### src/rtl/sram_node_pkg.sv
// Shared defaults and node word layout for the sram-backed node queue.
// Queue logic treats node words as opaque data.
package sram_node_pkg;

  localparam int DEF_ADDR_WIDTH = 3;
  localparam int DEF_DATA_WIDTH = 34;
  localparam int DEF_DEPTH      = 8;

  typedef struct packed {
    logic [11:0] hi_ptr;
    logic [11:0] lo_ptr;
    logic [9:0]  var_idx;
  } node_t;

endpackage

### src/rtl/sram_node_obuf.sv
// Two-entry register FIFO that absorbs sram read data.
// Head is always entry 0, so out_data comes straight from a register.
module sram_node_obuf
  import sram_node_pkg::*;
#(
  parameter int W = DEF_DATA_WIDTH
) (
  input  logic         clk,
  input  logic         rst,
  input  logic         flush,
  input  logic         push,
  input  logic [W-1:0] push_data,
  input  logic         pop,
  output logic [W-1:0] head,
  output logic [1:0]   count
);

  logic [W-1:0] ent0_q, ent0_d;
  logic [W-1:0] ent1_q, ent1_d;
  logic [1:0]   cnt_q, cnt_d;

  always_comb begin
    ent0_d = ent0_q;
    ent1_d = ent1_q;
    cnt_d  = cnt_q;
    if (flush) begin
      cnt_d = 2'd0;
    end else begin
      case ({push, pop})
        2'b10: begin
          if (cnt_q == 2'd0) ent0_d = push_data;
          else               ent1_d = push_data;
          cnt_d = cnt_q + 2'd1;
        end
        2'b01: begin
          ent0_d = ent1_q;
          cnt_d  = cnt_q - 2'd1;
        end
        2'b11: begin
          // Count unchanged; shift when both slots are live
          if (cnt_q == 2'd1) begin
            ent0_d = push_data;
          end else begin
            ent0_d = ent1_q;
            ent1_d = push_data;
          end
        end
        default: ;
      endcase
    end
  end

  always_ff @(posedge clk or posedge rst) begin
    if (rst) begin
      ent0_q <= '0;
      ent1_q <= '0;
      cnt_q  <= 2'd0;
    end else begin
      ent0_q <= ent0_d;
      ent1_q <= ent1_d;
      cnt_q  <= cnt_d;
    end
  end

  assign head  = ent0_q;
  assign count = cnt_q;

endmodule

### src/rtl/sram_node_queue.sv
// FIFO controller over an external dual-port sram (A write, B read).
// A 2-entry output buffer hides the 1-cycle read latency.
module sram_node_queue
  import sram_node_pkg::*;
#(
  parameter int ADDR_WIDTH = DEF_ADDR_WIDTH,
  parameter int DATA_WIDTH = DEF_DATA_WIDTH,
  parameter int DEPTH      = DEF_DEPTH
) (
  input  logic                  clk,
  input  logic                  rst,
  input  logic                  flush,
  input  logic [DATA_WIDTH-1:0] in_data,
  input  logic                  in_valid,
  output logic                  in_ready,
  output logic [DATA_WIDTH-1:0] out_data,
  output logic                  out_valid,
  input  logic                  out_ready,
  output logic [DATA_WIDTH-1:0] sram_data_a,
  output logic [ADDR_WIDTH-1:0] sram_addr_a,
  output logic                  sram_we_a,
  output logic [ADDR_WIDTH-1:0] sram_addr_b,
  input  logic [DATA_WIDTH-1:0] sram_q_b,
  output logic [ADDR_WIDTH+1:0] level
);

  localparam int PW = ADDR_WIDTH + 1;
  localparam int LW = ADDR_WIDTH + 2;
  localparam logic [PW-1:0] FULL = PW'(DEPTH);

  logic [PW-1:0] wr_ptr_q, wr_ptr_d;
  logic [PW-1:0] rd_ptr_q, rd_ptr_d;
  logic          inflight_q, inflight_d;
  logic [PW-1:0] stored;
  logic [1:0]    ocnt;
  logic          push, pop, issue;

  assign stored   = wr_ptr_q - rd_ptr_q;
  assign in_ready = !rst && !flush && (stored != FULL);
  assign push     = in_valid && in_ready;
  assign out_valid = (ocnt != 2'd0);
  assign pop      = out_valid && out_ready;

  // Room check counts buffered, in-flight and the word leaving this cycle
  assign issue = (stored != '0) && !flush &&
                 (({1'b0, ocnt} + {2'b00, inflight_q}) <
                  (3'd2 + {2'b00, pop}));

  always_comb begin
    wr_ptr_d   = wr_ptr_q;
    rd_ptr_d   = rd_ptr_q;
    inflight_d = issue;
    if (flush) begin
      wr_ptr_d   = '0;
      rd_ptr_d   = '0;
      inflight_d = 1'b0;
    end else begin
      if (push)  wr_ptr_d = wr_ptr_q + PW'(1);
      if (issue) rd_ptr_d = rd_ptr_q + PW'(1);
    end
  end

  always_ff @(posedge clk or posedge rst) begin
    if (rst) begin
      wr_ptr_q   <= '0;
      rd_ptr_q   <= '0;
      inflight_q <= 1'b0;
    end else begin
      wr_ptr_q   <= wr_ptr_d;
      rd_ptr_q   <= rd_ptr_d;
      inflight_q <= inflight_d;
    end
  end

  sram_node_obuf #(
    .W(DATA_WIDTH)
  ) u_obuf (
    .clk       (clk),
    .rst       (rst),
    .flush     (flush),
    .push      (inflight_q && !flush),
    .push_data (sram_q_b),
    .pop       (pop),
    .head      (out_data),
    .count     (ocnt)
  );

  assign sram_we_a   = push;
  assign sram_data_a = in_data;
  assign sram_addr_a = wr_ptr_q[ADDR_WIDTH-1:0];
  assign sram_addr_b = rd_ptr_q[ADDR_WIDTH-1:0];

  assign level = LW'(stored) + LW'(inflight_q) + LW'(ocnt);

endmodule

### config.mk
export PLATFORM = sky130hd
export DESIGN_NAME = sram_node_queue
export DESIGN_NICKNAME = d
export VERILOG_FILES = /design/src/rtl/sram_node_pkg.sv /design/src/rtl/sram_node_obuf.sv /design/src/rtl/sram_node_queue.sv
export SDC_FILE = /design/constraint.sdc
export NUM_CORES = 1
export LEC_CHECK = 0
export ABC_AREA = 1
export CORE_AREA = 2 2 100 102
export CTS_CLUSTER_DIAMETER = 80
export DETAILED_ROUTE_END_ITERATION = 12
export DIE_AREA = 0 0 102 104
export PLACE_DENSITY = 0.78
export SYNTH_ARGS = -nofsm -noshare
export SYNTH_HDL_FRONTEND = slang
export SYNTH_SLANG_ARGS = --single-unit
### constraint.sdc
create_clock -name clk -period 2.5 [get_ports clk]
set_input_delay 0.25 -clock clk [delete_from_list [all_inputs] [get_ports clk]]
set_output_delay 0.25 -clock clk [all_outputs]
set_load 0.01 [all_outputs]
==> key figures, run 1 <==
Global route
  • Met2 Usage GRT: 0.295
  • First-pass GRT wire length: 14100 um
  • Initial antenna violation count: 0
  • Congestion Overflow GR: 0
  • Most Used Layer, Global Route: met2
  • Pin count of the biggest net entering global routing: 43
  • Met3 Usage GRT: 0.0430
  • GR Util met1: 0.198
  • All-Layer GR Usage: 0.167
  • Vias in the first global route: 3067

Final layout
  • Syn-to-layout area delta: 24.6%
  • Layout cell share with drive strength beyond 1: 0.189
  • Nets@finish: 562
  • Fin util: 0.531
  • Multi-input gate area: 0.00163 mm^2
  • Post-Layout Inst Area: 0.00507 mm^2
  • Fillers: 897
  • N_diodes: 0
  • Area occupied by registers: 0.00198 mm^2

Route
  • Vias post-DR: 3080
  • Antenna Nets Post-Route: 0
  • Starting DRC count in detailed routing: 61
  • Pre-antenna DRT Iters: 4
  • Drt via density: 5.02
  • Routed len/inst: 13.9 um
  • DRC errors left: 0
  • Total Routed Length: 8520 um

Status
  • Failing checks: setup timing
  • Status: finished, violations left

Place
  • Dpl hpwl: 5930 um
  • Post-DP Area: 0.00483 mm^2
  • RePlAce Congestion: 0.798
  • PortBufs: 86

STA
  • Final Cycle Share: 1.02
  • Max-slew violations: 0
  • Final Hold Violating Endpoints: 0
  • Skew final: 0.0138 ns
  • Slew headroom: 0.549
  • # setup viols final: 1
  • Max Fclk: 393 MHz
  • Period minus WS final: 2.54 ns
  • Actual slew at the worst max-slew pin: 0.676 ns
  • Final worst slack: -0.0414 ns
  • RSZ-0062 raised after global routing: true

CTS
  • CTS H-tree lvls: 3
  • CTS root buffer: clkbuf_8
  • CTS buffer count: 9
  • Clk_lat worst skew: 0.36 ns
  • CTS Sinks: 79
  • Cts hold-fix bufs: 0
  • Longest Clk Path Bufs: 2
  • CTS clock-pin slew for the worst setup and hold paths: 0.09 ns
  • CTS tree: built

Floorplanning
  • Starting Density: 0.426
  • Die X-Extent: 102 um
  • Die H: 104 um
  • Cell Rows: 36
  • Core footprint: 0.00955 mm^2
  • Top Ports: 155
  • Die ar.: 0.0106 mm^2

Job
  • Max Cap Viol: 0

Synthesis
  • Count leader, synth: dfrtp_1
  • Synthesized area: 0.00407 mm^2
  • Top FF cell, synth: dfrtp_1
  • Post-synth net total: 508
  • Async S/R FF share, synth: 1.00
  • Post-synth top area share: 0.486
  • YS warnings: 0
  • Post-Syn Area per Cell: 9.64 um^2
  • Post-synth top cells: 79 x dfrtp_1, 68 x nand2_1, 49 x nand3_1
  • Top post-synthesis cells by area: dfrtp_1 49%, mux2_2 9.4%, buf_4 7.4%
  • Cell accounting for the most synthesized area: dfrtp_1
  • Post-synthesis register bit count: 79
  • Synth cell types: 24
  • EDFF count, synth: 0
  • Post-synthesis instance total: 422
  • Sequential fraction of the synthesis area: 0.486

Setup path
  • Required time worst endpoint: 2.25 ns
  • Crit path DAT: 2.29 ns
  • CP Capture Type: output pin
  • Crit Path Class: reg -> out
  • Most common cell on crit path: a21oi_2
  • Buf+Inv Stages, Crit Path: 3
  • Worst Setup Start Kind: flip-flop
  • Slowest stage delay, CP: 0.60 ns
  • Crit-path max FO: 3
  • Slowest cell on the critical path: fa_2
  • Critical-path cell list: inv_1, ha_2, inv_2, fa_2, ha_4, a21oi_2, a21oi_2, xnor2_1, buf_2
  • Delay-heaviest family, CP: adder cells

Pwr
  • Pwr Total: 5980 uW
  • PwrDens: 1180 mW/mm^2
  • Peak supply drop: 0.000473 V
  • Pleak: 0.00227 uW

Worst hold path
  • Hold WC Path Type: in -> async
==> metal layers <==
metal | part of all wire | vias up
met3 | 0.054 | 10
met2 | 0.52 | 87
met4 | 0.0072 | 0
met1 | 0.42 | 1498
met5 | 0 | -
li1 | - | 1485
==> placed cells by master, fill, tap and decap left out, drive strengths merged, types with 10 or more instances in the layout <==
cell	n
nand3	50
inv	29
nand2	71
clkdlybuf4s50	80
mux2	34
dfrtp	79
ha	10
a31oi	34
buf	22
nor2	40
==> metrics by stage <==
step	hold slack [ns]	std cells	TNS (ns)	setup slack [ns]
final	0.334	614	-0.0414	-0.0414
after global routing	0.387	614	-0.372	-0.144
after CTS	0.340	612	-0.0702	-0.0702
after detailed placement	0.494	594	-0.227	-0.133
after global placement	0.487	594	-0.0339	-0.0339
after floorplan	0.396	422	0	0.227
==> cell type report <==
type / instances / share of cell area
clock buffers: 9 / 0.0244
clock inverters: 7 / 0.0141
inverters: 24 / 0.0180
multi-input cells: 259 / 0.322
flip-flops and latches: 79 / 0.390
well taps: 133 / 0.0328
repair buffers: 103 / 0.199
==> where the power goes <==
part / switching [uW] / internal, uW
Sequential: 326 / 1880
Combinational: 1330 / 1510
Clock: 538 / 397
Total: 2200 / 3780
==> timing repair <==
item,CTS,global route
pin swaps,9,1
gates resized for setup,32,1
endpoints found under the setup margin,6,6
setup buffers,2,2
==> cells by family after synthesis <==
family                   after synthesis  share of synthesized area
AO/OA/AOI/OAI                         43                     0.0643
XOR/XNOR                               6                     0.0129
adder cells (fa/ha/maj)               13                     0.0455
buffers and inverters                 84                      0.123
flip-flops                            79                      0.486
multiplexers                          34                     0.0941
AND/OR/NAND/NOR                      163                      0.174
==> sequential cells by signal, summed over array words and instances (netlist names) <==
register       count
u_obuf.ent1_q     34
wr_ptr_q           4
u_obuf.head       34
u_obuf.count       2
rd_ptr_q           4
inflight_q         1
==> final timing paths <==
kind	startpoint	cells past startpoint	slack, ns	endpoint
min in group clk	sram_q_b[31]	3	0.47	u_obuf.head[31]
hold reg to reg	u_obuf.ent1_q[27]	1	0.51	u_obuf.ent1_q[27]
setup / recovery	wr_ptr_q[0]	9	-0.04	level[3]
setup reg to reg	wr_ptr_q[0]	13	0.52	wr_ptr_q[1]
max in group asynchronous	rst	3	1.51	u_obuf.ent1_q[26]
hold / removal	rst	2	0.33	wr_ptr_q[3]
Note: power is estimated with default switching activity, not from simulation.
==> run 2, diff against run 1 <==
--- a/config.mk
+++ b/config.mk
@@ -6,6 +6,7 @@
 export NUM_CORES = 1
 export LEC_CHECK = 0
 export ABC_AREA = 1
+export CAP_MARGIN = 20
 export CORE_AREA = 2 2 100 102
 export CTS_CLUSTER_DIAMETER = 80
 export DETAILED_ROUTE_END_ITERATION = 12
==> results of run 2 <==
The final DEF is identical to that of run 1; final timing and power are the same.
==> run 3, diff against run 2 <==
--- a/config.mk
+++ b/config.mk
@@ -12,6 +12,7 @@
 export DETAILED_ROUTE_END_ITERATION = 12
 export DIE_AREA = 0 0 102 104
 export PLACE_DENSITY = 0.78
+export SLEW_MARGIN = 40
 export SYNTH_ARGS = -nofsm -noshare
 export SYNTH_HDL_FRONTEND = slang
 export SYNTH_SLANG_ARGS = --single-unit
==> results of run 3 <==
The final DEF is identical to that of run 1; final timing and power are the same.
